## src/rtl/conv_stream_engine_if.sv

```systemverilog
// rtl/conv_stream_engine_if.sv - handshake bundle for conv_stream_engine
// Ports: kernel column stream (k_valid/k_data/k_ready), input column stream
// (a_valid/a_data/a_last/a_ready), result stream (out_valid/out_data/out_ready)
// and the short_err pulse. slave = engine side, master = feeder/sink side.
interface conv_stream_engine_if #(
  parameter int BW     = 8,
  parameter int ROWS   = 8,
  parameter int PSUM_W = 20
);
  logic                 k_valid;
  logic [ROWS*BW-1:0]   k_data;
  logic                 k_ready;
  logic                 a_valid;
  logic [ROWS*BW-1:0]   a_data;
  logic                 a_last;
  logic                 a_ready;
  logic                 out_valid;
  logic [PSUM_W-1:0]    out_data;
  logic                 out_ready;
  logic                 short_err;

  modport master (
    output k_valid, k_data, a_valid, a_data, a_last, out_ready,
    input  k_ready, a_ready, out_valid, out_data, short_err
  );

  modport slave (
    input  k_valid, k_data, a_valid, a_data, a_last, out_ready,
    output k_ready, a_ready, out_valid, out_data, short_err
  );
endinterface

```

## src/rtl/conv_stream_engine.sv

```systemverilog
// rtl/conv_stream_engine.sv - streaming HEIGHT-tap column convolution engine
// Ports: clk, rst (async, active-high), s (conv_stream_engine_if.slave):
//   kernel columns in via k_*, input columns in via a_*, window dot products
//   out via out_*, short_err pulses when a sequence ends before a window fills.
// Optional feature: define CONV_SIGNED_EN for two's-complement elements;
// otherwise elements are unsigned.
module conv_stream_engine #(
  parameter int BW     = 8,
  parameter int ROWS   = 8,
  parameter int HEIGHT = 2,
  parameter int STRIDE = 1,
  parameter int PSUM_W = 2*BW + $clog2(ROWS*HEIGHT)
) (
  input  logic                  clk,
  input  logic                  rst,
  conv_stream_engine_if.slave   s
);
  localparam int CW = ROWS*BW;
  localparam int FW = $clog2(HEIGHT+1);
  localparam int PW = $clog2(STRIDE+1);

  localparam logic [0:0] LOAD_K = 1'b0;
  localparam logic [0:0] RUN    = 1'b1;

  logic [0:0]       state;
  logic [FW-1:0]    tap_cnt;
  logic [FW-1:0]    fill;
  logic [FW-1:0]    fill_nx;
  logic [PW-1:0]    phase;
  logic [CW-1:0]    kern   [HEIGHT];
  logic [CW-1:0]    win    [HEIGHT];
  logic [CW-1:0]    win_nx [HEIGHT];
  logic             k_fire;
  logic             a_fire;
  logic             full_nx;
  logic             emit;
  logic [PSUM_W-1:0] result;

  assign s.k_ready = (state == LOAD_K);
  // A new column may only be taken when the output register can absorb a result.
  assign s.a_ready = (state == RUN) && (!s.out_valid || s.out_ready);

  assign k_fire  = s.k_valid && s.k_ready;
  assign a_fire  = s.a_valid && s.a_ready;
  assign fill_nx = (fill == FW'(HEIGHT)) ? fill : fill + 1'b1;
  assign full_nx = (fill_nx == FW'(HEIGHT));
  assign emit    = a_fire && full_nx && (phase == '0);

  // Window as it will look after the incoming column shifts in (newest at top).
  always_comb begin
    for (int t = 0; t < HEIGHT - 1; t++) win_nx[t] = win[t+1];
    win_nx[HEIGHT-1] = s.a_data;
  end

  // Dot product of the shifted window against the kernel, computed on the
  // accept cycle so the result lands in the output register with the column.
  always_comb begin
    result = '0;
    for (int t = 0; t < HEIGHT; t++) begin
      for (int r = 0; r < ROWS; r++) begin
`ifdef CONV_SIGNED_EN
        result = result + PSUM_W'($signed(win_nx[t][r*BW +: BW]))
                        * PSUM_W'($signed(kern[t][r*BW +: BW]));
`else
        result = result + PSUM_W'(win_nx[t][r*BW +: BW])
                        * PSUM_W'(kern[t][r*BW +: BW]);
`endif
      end
    end
  end

  always_ff @(posedge clk or posedge rst) begin
    if (rst) begin
      state       <= LOAD_K;
      tap_cnt     <= '0;
      fill        <= '0;
      phase       <= '0;
      for (int t = 0; t < HEIGHT; t++) begin
        kern[t] <= '0;
        win[t]  <= '0;
      end
      s.out_valid <= 1'b0;
      s.out_data  <= '0;
      s.short_err <= 1'b0;
    end else begin
      s.short_err <= 1'b0;

      if (k_fire) begin
        for (int t = 0; t < HEIGHT; t++)
          if (tap_cnt == FW'(t)) kern[t] <= s.k_data;
        if (tap_cnt == FW'(HEIGHT-1)) begin
          state   <= RUN;
          tap_cnt <= '0;
        end else begin
          tap_cnt <= tap_cnt + 1'b1;
        end
      end

      if (a_fire) begin
        for (int t = 0; t < HEIGHT; t++) win[t] <= win_nx[t];
        if (s.a_last) begin
          fill        <= '0;
          phase       <= '0;
          state       <= LOAD_K;
          s.short_err <= !full_nx;
        end else begin
          fill <= fill_nx;
          // Stride phase only runs once the window is full.
          if (full_nx) phase <= (phase == PW'(STRIDE-1)) ? '0 : phase + 1'b1;
        end
      end

      if (emit) begin
        s.out_data  <= result;
        s.out_valid <= 1'b1;
      end else if (s.out_valid && s.out_ready) begin
        s.out_valid <= 1'b0;
      end
    end
  end
endmodule

```

## src/flat_wrapper.sv

```systemverilog
// flat-port wrapper written by rule: the top's interface ports become plain ports
module conv_stream_engine_flat 
#(
  parameter int BW     = 8,
  parameter int ROWS   = 8,
  parameter int HEIGHT = 2,
  parameter int STRIDE = 1,
  parameter int PSUM_W = 2*BW + $clog2(ROWS*HEIGHT)
)
  (clk, rst, s_k_valid, s_k_data, s_a_valid, s_a_data, s_a_last, s_out_ready, s_k_ready, s_a_ready, s_out_valid, s_out_data, s_short_err);
  conv_stream_engine_if #(.BW(BW), .ROWS(ROWS), .PSUM_W(PSUM_W)) s_i ();
  input  logic clk;
  input  logic rst;
  input wire logic [$bits(s_i.k_valid)-1:0] s_k_valid;
  input wire logic [$bits(s_i.k_data)-1:0] s_k_data;
  input wire logic [$bits(s_i.a_valid)-1:0] s_a_valid;
  input wire logic [$bits(s_i.a_data)-1:0] s_a_data;
  input wire logic [$bits(s_i.a_last)-1:0] s_a_last;
  input wire logic [$bits(s_i.out_ready)-1:0] s_out_ready;
  output wire logic [$bits(s_i.k_ready)-1:0] s_k_ready;
  output wire logic [$bits(s_i.a_ready)-1:0] s_a_ready;
  output wire logic [$bits(s_i.out_valid)-1:0] s_out_valid;
  output wire logic [$bits(s_i.out_data)-1:0] s_out_data;
  output wire logic [$bits(s_i.short_err)-1:0] s_short_err;
  assign s_i.k_valid = s_k_valid;
  assign s_i.k_data = s_k_data;
  assign s_i.a_valid = s_a_valid;
  assign s_i.a_data = s_a_data;
  assign s_i.a_last = s_a_last;
  assign s_i.out_ready = s_out_ready;
  assign s_k_ready = s_i.k_ready;
  assign s_a_ready = s_i.a_ready;
  assign s_out_valid = s_i.out_valid;
  assign s_out_data = s_i.out_data;
  assign s_short_err = s_i.short_err;
  conv_stream_engine #(.BW(BW), .ROWS(ROWS), .HEIGHT(HEIGHT), .STRIDE(STRIDE), .PSUM_W(PSUM_W)) u_core (.clk(clk), .rst(rst), .s(s_i));
endmodule
```

## config.mk

```make
export PLATFORM = sky130hd
export DESIGN_NAME = conv_stream_engine_flat
export DESIGN_NICKNAME = d
export VERILOG_FILES = /design/src/rtl/conv_stream_engine_if.sv /design/src/rtl/conv_stream_engine.sv /design/src/flat_wrapper.sv
export SDC_FILE = /design/constraint.sdc
export NUM_CORES = 2
export LEC_CHECK = 0
export ABC_AREA = 1
export CAP_MARGIN = 25
export CELL_PAD_IN_SITES_DETAIL_PLACEMENT = 1
export CELL_PAD_IN_SITES_GLOBAL_PLACEMENT = 2
export CORE_ASPECT_RATIO = 1.5
export CORE_UTILIZATION = 40
export DETAILED_ROUTE_END_ITERATION = 10
export GPL_ROUTABILITY_DRIVEN = 0
export PLACE_DENSITY_LB_ADDON = 0.1
export SLEW_MARGIN = 40
export SYNTH_ARGS = -nofsm -noshare
export SYNTH_HDL_FRONTEND = slang
export SYNTH_SLANG_ARGS = --single-unit
```

## constraint.sdc

```tcl
create_clock -name clk -period 11.45 [get_ports clk]
set_clock_uncertainty 0.1 [all_clocks]
set_input_delay 1.145 -clock clk [delete_from_list [all_inputs] [get_ports clk]]
set_output_delay 1.145 -clock clk [all_outputs]
set_load 0.05 [all_outputs]
```

## Yosys cells after proc, flatten, opt, wreduce, memory -nomap -nowiden

Index checks and enable logic that the tools add are counted.

| word-level totals | value |
|---|---|
| output and inout bits | 24 |
| logic and storage cells | 78 |
| input port bits | 134 |
| register bits after elaboration | 220 |

| operators by class | value |
|---|---|
| bitwise operators | 2 |
| muxes and demuxes | 14 |
| equality and inequality tests | 3 |
| multiply operators | 16 |
| add/sub/neg operators | 18 |
| reduce and logical (&&, ||, !) cells | 15 |

Operators by type and width:

| cell | number |
|---|---|
| 20-bit by 16-bit adder with 20-bit output | 14 |
| 8-bit by 8-bit multiplier with 16-bit output | 16 |
| 16-bit by 16-bit adder with 17-bit output | 1 |
| 1-bit two-way mux | 11 |
| 1-bit logical AND | 6 |
| 2-bit two-way mux | 3 |
| 2-bit AND reduction | 3 |
| 2-bit by 1-bit adder with 2-bit output, second input constant | 2 |
| 2-bit == test, second input constant | 2 |
| 2-bit nonzero test | 2 |
| 2-bit by 1-bit == test with 1-bit output, second input constant | 1 |
| 1-bit logical NOT | 2 |
| 2-bit logical NOT | 1 |
| 1-bit inverter | 2 |
| 1-bit adder, second input constant | 1 |
| 1-bit logical OR | 1 |

## Depth between registers and ports, before layout

| logic depth | value |
|---|---|
| word-level depth | 16 |
| mapped depth | 49 |
| gate-level depth less buffers | 48 |

## Least setup slack after synthesis

Ideal clock, no wire load.

| timing path | value |
|---|---|
| kind | reg2reg |
| start point | register u_core.win[6] in the netlist's numbering |
| end point | register u_core.s.out_data[11] |
| path slack | 847 ps |
| stages on the path, launching flop included | 40 |
| period minus slack after synthesis | 10,603 ps |
| path buffers | 1 |
| required time | 11,232 ps |
| library setup time | 118 ps |
| arrival | 10,385 ps |
| cells stage by stage | dfrtp_1 > clkbuf_1 > nand2_1 > fa_1 > fa_1 > inv_1 > fa_1 > fa_1 > fa_1 > inv_1 > fa_1 > inv_1 > ha_1 > a21oi_1 > o21ai_0 > a31oi_1 > xnor2_1 > fa_1 > (+4 left out) > inv_1 > fa_1 > inv_1 > fa_1 > fa_1 > inv_1 > fa_1 > inv_1 > fa_1 > inv_1 > ha_1 > nand2_1 > inv_1 > a21oi_1 > nand2_1 > or2_2 > nand3_1 > nand2_1 |

| between the ends | value |
|---|---|
| cells in the longest elaborated chain, start to end | 16 |

RTL lines:

| item | line | RTL |
|---|---|---|
| start, declared | conv_stream_engine.sv:31 | `logic [CW-1:0] win [HEIGHT];` |
| start signal, assigned by index | conv_stream_engine.sv:80 | `win[t] <= '0;` |
| 8-bit by 8-bit multiplier with 16-bit output | conv_stream_engine.sv:66 | `* PSUM_W'(kern[t][r*BW +: BW]);` |
| 16-bit by 16-bit adder with 17-bit output | conv_stream_engine.sv:65 | `result = result + PSUM_W'(win_nx[t][r*BW +: BW])` |
| 20-bit by 16-bit adder with 20-bit output (14 in series) | conv_stream_engine.sv:65 |  |
| end signal, assigned | conv_stream_engine.sv:114 | `s.out_data <= result;` |
| end, declared | conv_stream_engine_if.sv:29 | `output k_ready, a_ready, out_valid, out_data, short_err` |

Every way passes these cells.
A chain may end at the register's enable or synchronous reset.

## Worst setup path in the final report

| timing path | value |
|---|---|
| start point | register u_core.win[5] in the netlist's numbering |
| end point | register u_core.s.out_data[18] |

The elaborated chain is that of the path after synthesis.

==> results.md <==
- The worst-path cell with the longest stage delay is sky130_fd_sc_hd__fa_1.
- The die boundary height is 418 µm.
- The share of the Yosys chip area taken by registers is 11.9%.
- The flow ran to the end, and the final reports show no timing, DRC or antenna violations.
- The combinational family with the most area after synthesis is adder cells.
- Ranked by total cell area, the synthesized netlist is headed by sky130_fd_sc_hd__fa_1 (42%), sky130_fd_sc_hd__inv_1 (15%), sky130_fd_sc_hd__ha_1 (12%).
- For this run, the slowest stage of the critical path takes 560 ps.
- The number of standard cells after synthesis is 5,597.
- The leftover overflow at the end of global routing is 0.
- The most repeated library cell on the critical path is sky130_fd_sc_hd__fa_1.
- The hold violation total from the final report was 0.
- The largest net degree at the start of global routing is 75.
- Detailed routing inserted a total of 33,300 vias.
- The total clock buffers created by CTS is 28.
- The final critical path time including I/O delays and setup is 11,080 ps.
- The number of register bits inferred by synthesis is 219.
- The required time of the worst setup path is 11,850 ps.
- After Yosys synthesis, and, or, nand and nor cells account for 13.2% of the synthesized area.
- For this configuration, the core starts out at a cell density of 40.3%.
- The share of the clock period used by the worst path is 96.8%.
- The type of the worst setup path is reg -> reg.
- The share of final-layout standard cells stronger than drive strength 1 is 3.06%.
- The area fraction of the dominant cell type after synthesis is 42.5%.
- The number of remaining DRC errors is 0.
- The maximum root-to-sink buffer count is 3.
- The number of antenna violations at the first check in global routing is 3.
- The post-detailed-route count of antenna-violating nets is 0.
- In this run the tightest slew margin relative to its limit is 49.5%.
- The final number of setup-violating endpoints is 0.
- TritonCTS built the clock tree.
- The final number of max-transition violations is 0.
- The post-detailed-route via-to-cell ratio is 4.69.
- The detailed placement HPWL is 141,000 µm.
- The floorplan step set the die width to 279 µm.
- In the final design database the tool counted 7,108 nets.
- The post-synthesis area per instance is 8.23 µm².
- Setup repair after global routing could not meet its margin everywhere.
- The first-pass detailed-route iteration total is 5.
- The xor and xnor area share after synthesis is 0.266%.
- The number of enable flip-flop cells after synthesis is 0.
- The all-layer global routing usage is 28.7%.
- Summing the areas of all compound-gate instances in the mapped netlist gives 1.90% of the synthesized area.
- The clock latency of the later-clocked register in the worst-skew pair is 630 ps.
- Once placement completed, the tool counted placed cells totaling 7,037.
- The number of distinct standard cells referenced by the synthesized netlist is 34.
- Of the total synthesized cell area, the portion taken by full adders, half adders and majority gates is 54.9%.
- During placement, the flow inserted port buffers numbering 157.
- Derived from the worst setup path, the maximum achievable clock frequency is 0.0902 GHz.
- sky130_fd_sc_hd__fa_1 takes more of the synthesized area than any other cell.
- The worst setup path is captured at a flip-flop.
- The number of sinks driven by the clock tree is 219.
- Synthesis produced a netlist with a net count of 7,168.
- The multiplexer share of the synthesized area is 0%.
- The placeable core region is 0.114 mm².
- The die outline area is 0.117 mm².
- The maximum fanout count along the critical path is 7.
- 158 I/O pins were placed.
- The fraction of registers with async set/reset is 100%.
- After the flow finishes, the layout carries non-filler instances totaling 7,099.
- At the worst endpoint, the arrival time is 11,490 ps.
- The class of the tightest hold or removal check is reg -> reg.
- The Yosys step of the flow raised 0 warnings.
- After detailed routing, the average wire length per cell comes to 22.6 µm.
- The clock transition at the registers of the reported paths is 60 ps.
- The worst setup path is launched from a flip-flop.
- The deepest level of the CTS H-tree is 1.
- The clock root buffer master is sky130_fd_sc_hd__clkbuf_16.
- The routed wire length is 160,000 µm.
- The growth of design area from synthesis to finish is 8.54%.
- Max-cap violations in this run came to 0.
- The dominant register cell in the synthesized netlist is sky130_fd_sc_hd__dfrtp_1.
- The via count of the first global-routing pass is 37,900.
- The actual slew at the worst max-slew pin is 755 ps.
- The iteration-0 DRC count of the detailed router is 1,513.
- In this run the core area contains 152 standard-cell rows.
- The synthesized cell area is 0.0461 mm².
- The first-pass GRT wire length is 242,000 µm.
cell usage after synthesis (3+ instances only):
library cell and number:
sky130_fd_sc_hd__buf_6 3, sky130_fd_sc_hd__fa_1 977, sky130_fd_sc_hd__ha_1 460, sky130_fd_sc_hd__clkbuf_1 265
sky130_fd_sc_hd__o21ai_0 56, sky130_fd_sc_hd__a21o_1 3, sky130_fd_sc_hd__xnor2_1 8, sky130_fd_sc_hd__buf_2 29
sky130_fd_sc_hd__o21ai_1 81, sky130_fd_sc_hd__nor2_1 22, sky130_fd_sc_hd__nand4_1 5, sky130_fd_sc_hd__buf_4 4
sky130_fd_sc_hd__a21oi_1 22, sky130_fd_sc_hd__nand3b_1 3, sky130_fd_sc_hd__inv_1 1856, sky130_fd_sc_hd__nor3_1 7
sky130_fd_sc_hd__nand3_1 30, sky130_fd_sc_hd__xor2_1 6, sky130_fd_sc_hd__nand2_1 1523, sky130_fd_sc_hd__dfrtp_1 219
through the flow:
step                      cell area [µm²]  utilization [%]  TNS [ps]  setup slack, ps  hold slack, ps
after floorplan                     46100                -         0              847             358
after global placement              48700             42.6         0              116             370
after detailed placement            48700             42.6         0             96.0             369
after CTS                           49700             43.5         0             73.1             394
after global routing                50000             43.7      -135            -55.4             410
final                               50000             43.7         0              366             386
worst max-delay path: cells and delay by family (launching register included):
| family | cells | cell delay (ps) |
|---|---|---|
| fa+ha+maj | 17 | 8180 |
| buf+inv | 14 | 920 |
| simple gates | 9 | 650 |
| flops | 1 | 460 |
| compound gates | 3 | 430 |
| xor+xnor | 1 | 220 |
flip-flops by register name (all words and copies together), names as in the netlist:
name	count
u_core.fill	2
u_core.s.short_err	1
u_core.state	1
u_core.s.out_data	20
u_core.s.out_valid	1
u_core.tap_cnt	2
u_core.win	64
u_core.kern	128
path summary, 6_finish.rpt:
kind / startpoint / to / slack [ps] / depth (start not counted)
min in group asynchronous: rst / u_core.kern[85] / 810 / 2
max reg2reg: u_core.win[5] / u_core.s.out_data[18] / 370 / 44
min reg2reg: u_core.s.out_data[7] / u_core.s.out_data[7] / 390 / 2
max: u_core.win[5] / u_core.s.out_data[18] / 370 / 44
max in group asynchronous: rst / u_core.kern[63] / 8760 / 4
min: u_core.s.out_data[7] / u_core.s.out_data[7] / 390 / 2
what timing repair did:
item,in CTS,in global routing
hold buffers,0,0
setup buffers,0,9
gates resized for setup,0,58
endpoints found under the setup margin,0,12
layout make-up:
type / instances / area (µm²)
clock buffer: 34 / 774
multi-input combinational: 3218 / 32600
clock inverter: 16 / 201
inverter: 1859 / 6990
antenna: 2 / 5.00
tap: 1540 / 1930
timing repair buffer: 211 / 2000
fill: 13600 / 64300
sequential: 219 / 5500
kinds of logic after synthesis:
kind of cell	Yosys count
adder cells (fa/ha/maj)	1437
XOR/XNOR	14
AO/OA/AOI/OAI	170
AND/OR/NAND/NOR	1597
buffers and inverters	2160
flip-flops	219
layout by cell type, fill, tap and decap left out, types with 29 or more instances in the layout:
cell / Yosys / layout
sky130_fd_sc_hd__clkdlybuf4s50_1: 0 / 157
sky130_fd_sc_hd__o21ai_0: 56 / 55
sky130_fd_sc_hd__nand3_1: 30 / 29
sky130_fd_sc_hd__fa_1: 977 / 977
sky130_fd_sc_hd__buf_4: 4 / 50
sky130_fd_sc_hd__nand2_1: 1523 / 1512
sky130_fd_sc_hd__dfrtp_1: 219 / 204
sky130_fd_sc_hd__clkbuf_16: 0 / 29
sky130_fd_sc_hd__inv_1: 1856 / 1848
sky130_fd_sc_hd__o21ai_1: 81 / 81
sky130_fd_sc_hd__ha_1: 460 / 452
layer usage:
layer  GRT usage [%]  vias to the layer above  wire length [µm]
li1                -                    15200                 -
met1            32.1                    17300             59400
met2            54.3                      521             87000
met3            2.26                      214              4260
met4            14.4                        0              9660
met5               0                        -                 0
Power is left out: the tool's default activity adds up to more than one toggle a clock period on the data nets, which glitch-free logic cannot reach.
